$ cat src/rtl/mem_arb_pkg.sv
// Shared types and constants for the memory port arbiter.
package mem_arb_pkg;

  localparam int unsigned DEF_ADDR_W = 8;
  localparam int unsigned DEF_DATA_W = 8;

  // Access sequencer states
  typedef enum logic [1:0] {
    IDLE   = 2'd0,
    SETUP  = 2'd1,
    STROBE = 2'd2,
    RESP   = 2'd3
  } state_t;

  // Requester identifiers
  typedef enum logic [1:0] {
    FETCH = 2'd0,
    DATA  = 2'd1,
    DEBUG = 2'd2
  } req_id_t;

endpackage

$ cat src/rtl/mem_port_arbiter_rr_picker.sv
// Two-way round-robin pick between fetch (0) and data (1) with pointer update.
module rr_picker (
  input  logic req_f,
  input  logic req_d,
  input  logic ptr,
  output logic valid_c,
  output logic pick_c,
  output logic ptr_next_c
);

  // Preferred side wins a tie; the pointer moves past whoever was picked
  always_comb begin
    valid_c    = req_f | req_d;
    pick_c     = ptr;
    ptr_next_c = ptr;
    if (req_f && !req_d) begin
      pick_c = 1'b0;
    end else if (req_d && !req_f) begin
      pick_c = 1'b1;
    end
    if (valid_c) begin
      ptr_next_c = ~pick_c;
    end
  end

endmodule

$ cat src/rtl/mem_port_arbiter.sv
// Arbiter and three-phase sequencer for the single 8-bit memory port.
// Optional debug requester enabled by defining MEM_ARB_DEBUG_PORT_EN.
module mem_port_arbiter
  import mem_arb_pkg::*;
#(
  parameter int unsigned ADDR_W = DEF_ADDR_W,
  parameter int unsigned DATA_W = DEF_DATA_W
) (
  input  logic              clock,
  input  logic              reset_n,
  input  logic              f_req,
  input  logic              f_write,
  input  logic [ADDR_W-1:0] f_addr,
  input  logic [DATA_W-1:0] f_wdata,
  output logic              f_gnt,
  output logic              f_done,
  input  logic              d_req,
  input  logic              d_write,
  input  logic [ADDR_W-1:0] d_addr,
  input  logic [DATA_W-1:0] d_wdata,
  output logic              d_gnt,
  output logic              d_done,
`ifdef MEM_ARB_DEBUG_PORT_EN
  input  logic              g_req,
  input  logic              g_write,
  input  logic [ADDR_W-1:0] g_addr,
  input  logic [DATA_W-1:0] g_wdata,
  output logic              g_gnt,
  output logic              g_done,
`endif
  output logic [DATA_W-1:0] rdata,
  output logic [ADDR_W-1:0] address,
  output logic [DATA_W-1:0] to_mem,
  output logic              mem_clock,
  output logic              mem_write,
  input  logic [DATA_W-1:0] from_mem
);

  state_t  state;
  req_id_t cur_id;
  logic    ptr;

  logic              pick_valid_c;
  logic              pick_c;
  logic              pick_ptr_c;
  logic              win_valid_c;
  req_id_t           win_id_c;
  logic [ADDR_W-1:0] win_addr_c;
  logic [DATA_W-1:0] win_wdata_c;
  logic              win_write_c;
  logic              ptr_nx_c;

  rr_picker u_rr_picker (
    .req_f      (f_req),
    .req_d      (d_req),
    .ptr        (ptr),
    .valid_c    (pick_valid_c),
    .pick_c     (pick_c),
    .ptr_next_c (pick_ptr_c)
  );

  // Winner selection: debug overrides the round-robin pick and leaves the pointer alone
  always_comb begin
    win_valid_c = pick_valid_c;
    win_id_c    = pick_c ? DATA : FETCH;
    win_addr_c  = pick_c ? d_addr : f_addr;
    win_wdata_c = pick_c ? d_wdata : f_wdata;
    win_write_c = pick_c ? d_write : f_write;
    ptr_nx_c    = pick_ptr_c;
`ifdef MEM_ARB_DEBUG_PORT_EN
    if (g_req) begin
      win_valid_c = 1'b1;
      win_id_c    = DEBUG;
      win_addr_c  = g_addr;
      win_wdata_c = g_wdata;
      win_write_c = g_write;
      ptr_nx_c    = ptr;
    end
`endif
  end

  // Sequencer: arbitrate in IDLE/RESP, then SETUP, STROBE, RESP with registered outputs
  always_ff @(posedge clock or negedge reset_n) begin
    if (!reset_n) begin
      state     <= IDLE;
      cur_id    <= FETCH;
      ptr       <= 1'b0;
      address   <= '0;
      to_mem    <= '0;
      mem_clock <= 1'b0;
      mem_write <= 1'b0;
      rdata     <= '0;
      f_gnt     <= 1'b0;
      f_done    <= 1'b0;
      d_gnt     <= 1'b0;
      d_done    <= 1'b0;
`ifdef MEM_ARB_DEBUG_PORT_EN
      g_gnt     <= 1'b0;
      g_done    <= 1'b0;
`endif
    end else begin
      f_gnt  <= 1'b0;
      f_done <= 1'b0;
      d_gnt  <= 1'b0;
      d_done <= 1'b0;
`ifdef MEM_ARB_DEBUG_PORT_EN
      g_gnt  <= 1'b0;
      g_done <= 1'b0;
`endif
      case (state)
        IDLE, RESP: begin
          if (win_valid_c) begin
            state     <= SETUP;
            cur_id    <= win_id_c;
            ptr       <= ptr_nx_c;
            address   <= win_addr_c;
            to_mem    <= win_wdata_c;
            mem_write <= win_write_c;
            f_gnt     <= (win_id_c == FETCH);
            d_gnt     <= (win_id_c == DATA);
`ifdef MEM_ARB_DEBUG_PORT_EN
            g_gnt     <= (win_id_c == DEBUG);
`endif
          end else begin
            state <= IDLE;
          end
        end
        SETUP: begin
          mem_clock <= 1'b1;
          state     <= STROBE;
        end
        STROBE: begin
          mem_clock <= 1'b0;
          mem_write <= 1'b0;
          if (!mem_write) begin
            rdata <= from_mem;
          end
          f_done <= (cur_id == FETCH);
          d_done <= (cur_id == DATA);
`ifdef MEM_ARB_DEBUG_PORT_EN
          g_done <= (cur_id == DEBUG);
`endif
          state  <= RESP;
        end
        default: state <= IDLE;
      endcase
    end
  end

endmodule
$ cat config.mk
export PLATFORM = sky130hd
export DESIGN_NAME = mem_port_arbiter
export DESIGN_NICKNAME = d
export VERILOG_FILES = /design/src/rtl/mem_arb_pkg.sv /design/src/rtl/mem_port_arbiter_rr_picker.sv /design/src/rtl/mem_port_arbiter.sv
export SDC_FILE = /design/constraint.sdc
export NUM_CORES = 1
export LEC_CHECK = 0
export CAP_MARGIN = 20
export CORE_UTILIZATION = 38
export DETAILED_ROUTE_END_ITERATION = 6
export GPL_TIMING_DRIVEN = 1
export PLACE_DENSITY = 0.86
export SETUP_SLACK_MARGIN = 0.05
export SLEW_MARGIN = 20
export SYNTH_ARGS = -nofsm -noshare
export SYNTH_HDL_FRONTEND = slang
export SYNTH_SLANG_ARGS = --single-unit
export TNS_END_PERCENT = 1
$ cat constraint.sdc
create_clock -name clock -period 2.2 [get_ports clock]
set_clock_uncertainty 0.15 [all_clocks]
set_input_delay 0.22 -clock clock [delete_from_list [all_inputs] [get_ports clock]]
set_output_delay 0.22 -clock clock [all_outputs]
set_load 0.1 [all_outputs]
After elaboration in Yosys (flattened, before gate mapping)
Index checks and enable logic that the tools add are counted.
{ "totals": {"reg_bits": 35, "input_bits": 46} }
{ "op_classes": {"eq_ne": 6, "n_bitwise": 3, "n_mux": 17, "reduce_logical": 13} }
{ "ops": {"columns": ["cell", "n"], "rows": [
  ["two-way mux 8 bit", 2],
  ["two-way mux 1 bit", 12],
  ["zero test 2 bit", 3],
  ["one-hot mux 2 bit (3 select lines)", 1],
  ["AND reduction 2 bit", 3],
  ["== test 2 x 1 -> 1 bit, second input constant", 2],
  ["== test 2 bit, second input constant", 2],
  ["one-hot mux 1 bit (2 select lines)", 2],
  ["nonzero test 2 bit", 2],
  ["logical AND 1 bit", 2],
  ["zero test 1 bit", 2],
  ["!= test 2 bit, second input constant", 1],
  ["inverter 1 bit", 2],
  ["OR reduction 2 bit", 1],
  ["== test 1 bit, second input constant", 1],
  ["OR 1 bit", 1]
]} }

Depth between registers and ports, before layout
{ "depth": {"depth_word": 8, "mapped_depth": 7} }

Modules after synthesis
Synthesis repeated with hierarchy kept, for this count alone.
{ "unflattened": {"cells_unflattened": 121, "area_unflattened_um2": 1485.2} }
{ "by_module_without_submodules": {"columns": ["mod", "cells_each", "seq_area_each_um2", "n_inst", "area_per_inst_um2"], "rows": [
  ["mem_port_arbiter", 117, 850.8, 1, 1453.9],
  ["rr_picker", 4, 0.0, 1, 31.3]
]} }

Worst setup path after synthesis
No wires, ideal clock.
{ "synth_timing": {"path_kind": "register -> register", "start": "register mem_write", "end": "register rdata[0]", "required_time_ps": 1922, "stages_incl_launch_ff": 4, "period_less_slack_ps": 1864, "slack_ps": 336, "t_arrival_ps": 1586, "cell_sequence": "dfrtp_1 > nor2b_1 > clkbuf_1 > mux2_1"} }
{ "synth_via": {"elab_chain_len": 2} }
{ "synth_lines": {"columns": ["item", "line", "text"], "rows": [
  ["start: declaration", "mem_port_arbiter.sv:35", "output logic mem_write,"],
  ["start signal: assignment", "mem_port_arbiter.sv:118", "mem_write <= win_write_c;"],
  ["inverter 1 bit (no source line)", null, null],
  ["AND reduction 2 bit (no source line)", null, null],
  ["end signal: assignment", "mem_port_arbiter.sv:136", "rdata <= from_mem;"],
  ["end: declaration", "mem_port_arbiter.sv:31", "output logic [DATA_W-1:0] rdata,"]
]} }
Every way passes these cells.
A chain may end at the register's enable or synchronous reset.

Final worst setup path
{ "layout_timing": {"start": "register state[0]", "end": "register address[4]"} }
{ "layout_via": {"elab_chain_len": 3} }
{ "layout_lines": {"columns": ["item", "line", "text"], "rows": [
  ["start: declaration", "mem_port_arbiter.sv:39", "state_t state;"],
  ["start signal: assignment", "mem_port_arbiter.sv:85", "state <= IDLE;"],
  ["start signal: assignment", "mem_port_arbiter.sv:113", "state <= SETUP;"],
  ["start signal: assignment", "mem_port_arbiter.sv:125", "state <= IDLE;"],
  ["== test 2 bit / zero test 2 bit (equally long branches)", "mem_port_arbiter.sv:110", "case (state)"],
  ["OR reduction 2 bit *", "mem_port_arbiter.sv:110", null],
  ["AND reduction 2 bit (no source line) *", null, null],
  ["end signal: assignment", "mem_port_arbiter.sv:116", "address <= win_addr_c;"],
  ["end: declaration", "mem_port_arbiter.sv:32", "output logic [ADDR_W-1:0] address,"]
]} }
Every way passes the cells marked *; elsewhere a longest branch is shown, timed or not.

==> flow_summary.toml <==
[critical_path]
cp_slowest_cell = "dfrtp_1"
arrival_ns = 1.78
startpoint = "state[0]"
cpMostUsedCell = "inv_1"
r2r_slack_ns = 0.47
timing.rr.start = "state[0]"
crit_chain = "inv_1, ha_1, nand2_1, a21oi_2, buf_4, a222oi_1, inv_1"
max_stage_delay_ns = 0.36
ff2ff_path_depth = 7
start_kind = "register"
cp.required_ns = 2.25
endpoint = "address[4]"
r2r_end = "address[4]"
cp_max_fo = 18
critPathKind = "reg -> reg"
worst_setup_path_end_kind = "register"

[hold_path]
min_path_type = "in -> async"

[sta]
slew_headroom_pct = 72.40
final_hold_viol_count = 0
period_minus_slack_ns = 1.732
layout_worst_path_cycle_share_pct = 78.74
setup_viol = 0
setup_tns_ns = 0
setup_ws_ns = 0.4677
fmax_mhz = 577.3
worst_pin_slew_ns = 0.4140
maxSlewViolCount = 0
rsz0062_at_grt = "no"

[clock_network]
root_buffer = "clkbuf_4"
clock-sinks = 34
post-cts-setup-buffers = 0
cts_tree = "done"
ctsLongestPathBuffers = 2
clkTransAtPathRegs_ns = 0.10
cts.htree.levels = 2
cts.repair.resized = 0
hold_buffers = 0
cts_buffers = 5
clock_latency_ns = 0.31

[final_layout]
fill_cells = 268
ff_latch_area_um2 = 850.8
layout.nets = 233
utilization_pct = 63.53
final_layout_size_suffix_gt1_share_pct = 24.06
syn2layout_area_growth_pct = 57.75
n_antenna_cell = 0
multiInputGateArea_um2 = 396.6

[logic_synthesis]
ys_dominant_reg_cell = "dfrtp_1"
synth_warnings = 0
syn-num-nets = 152
synth_top_area_cell = "dfrtp_1"
synthArstFlopShare_pct = 100.0
synth.avg_cell_area_um2 = 13.00
seq_area_frac_synth_pct = 62.33
synth_seq_cells = 34
synth_top_area_share_pct = 62.33
synth_most_common_cell = "dfrtp_1"
postSynthCellCount = 105
synth-edff-count = 0
synth_cell_types = 24
synthTopCellsByArea = "dfrtp_1, a222oi_1, mux2_1, inv_1, a21o_1"
syn_area_um2 = 1365
ys_top_cells_by_count = "dfrtp_1, inv_1, a222oi_1, mux2_1"

[placed_design]
place_hpwl_um = 2653
numPortBuffers = 75
pre_cts_ws_ns = 0.3264
gp_congestion = 0.6801

[floorplan]
die_area_um2 = 3836
die_h_um = 61.94
start_util_pct = 40.27
die_w_um = 61.94
row_count = 21
ios = 76
design.core.area_um2 = 3390

[detailed_routing]
post-route-drc-count = 0
vias_per_cell = 4.906
wirelength_um = 3443
wire_per_inst_um = 14.78
via_count = 1143
ant_nets = 0
drt_first_iter_violations = 96
drtPass1Iterations = 4

[job]
cap_violations = 0

[global_routing]
globalRouteTotalUtil_pct = 18.58
use_met1_pct = 19.95
met3_usage_pct = 5.797
grt_pass1_vias = 1160
grt_max_degree = 35
grtUsageMet2_pct = 34.41
grt_pass1_wl_um = 5078
busiest_layer = "met2"
gr-total-overflow = 0
antenna_found_initial = 0

[run_status]
status = "finished, final reports clean"
placed cells by master, fill, tap and decap left out, drive strengths merged, types with 2 or more instances in the layout:
cell,netlist,routed
nand2,3,3
dfrtp,34,34
a222oi,16,16
o21ai,2,2
a21o,2,2
buf,3,35
inv,20,20
clkbuf,3,7
clkdlybuf4s50,0,45
nor2b,2,2
mux2,8,8
sequential cells by signal (all words and copies together), names as in the netlist:
name / cells
d_done: 1
rdata: 8
d_gnt: 1
state: 2
mem_write: 1
f_done: 1
f_gnt: 1
to_mem: 8
address: 8
ptr: 1
mem_clock: 1
cur_id: 1
cells by family after synthesis:
family	count (synthesis)	synth area share, %
flops	34	62.33
buf+inv	26	8.615
compound gates	25	16.32
simple gates	11	5.224
mux	8	6.600
fa+ha+maj	1	0.9164
worst min-delay path by stage:
stage	start	to	cells past startpoint
floorplan	reset_n	address[0]	0
global placement	cur_id[0]	f_done	1
global route	reset_n	cur_id[0]	2
detailed placement	cur_id[0]	f_done	1
finish	reset_n	cur_id[0]	2
CTS	reset_n	state[0]	2
layout make-up:
class,instances,area share [%]
sequential,34,39.51
timing repair buffer,80,33.12
multi-input combinational,45,18.42
inverter,20,3.486
tap,46,2.673
clock buffer,7,2.557
clock inverter,1,0.2324
critical path: cells and delay by family, from the launching register on:
family / cells / cell delay [ns]
flip-flops: 1 / 0.36
AO/OA/AOI/OAI: 2 / 0.34
buffers and inverters: 3 / 0.33
adder cells (fa/ha/maj): 1 / 0.33
AND/OR/NAND/NOR: 1 / 0.10
per-stage QoR:
stage,instances,hold slack [ns],area (um^2)
2_1_floorplan,105,-0.2256,1365
3_3_place_gp,225,0.2879,2093
3_5_place_dp,225,0.2862,2093
4_1_cts,233,0.1631,2153
5_1_grt,233,0.1712,2153
6_report,233,0.1599,2153
routing by layer:
metal	routed length (um)	up-vias
met1	1391	545
met4	8	0
li1	-	547
met3	227	2
met2	1815	49
met5	0	-
Power is not shown: default switching activity piles up to over one toggle a cycle in this logic, so the estimate is an artifact.
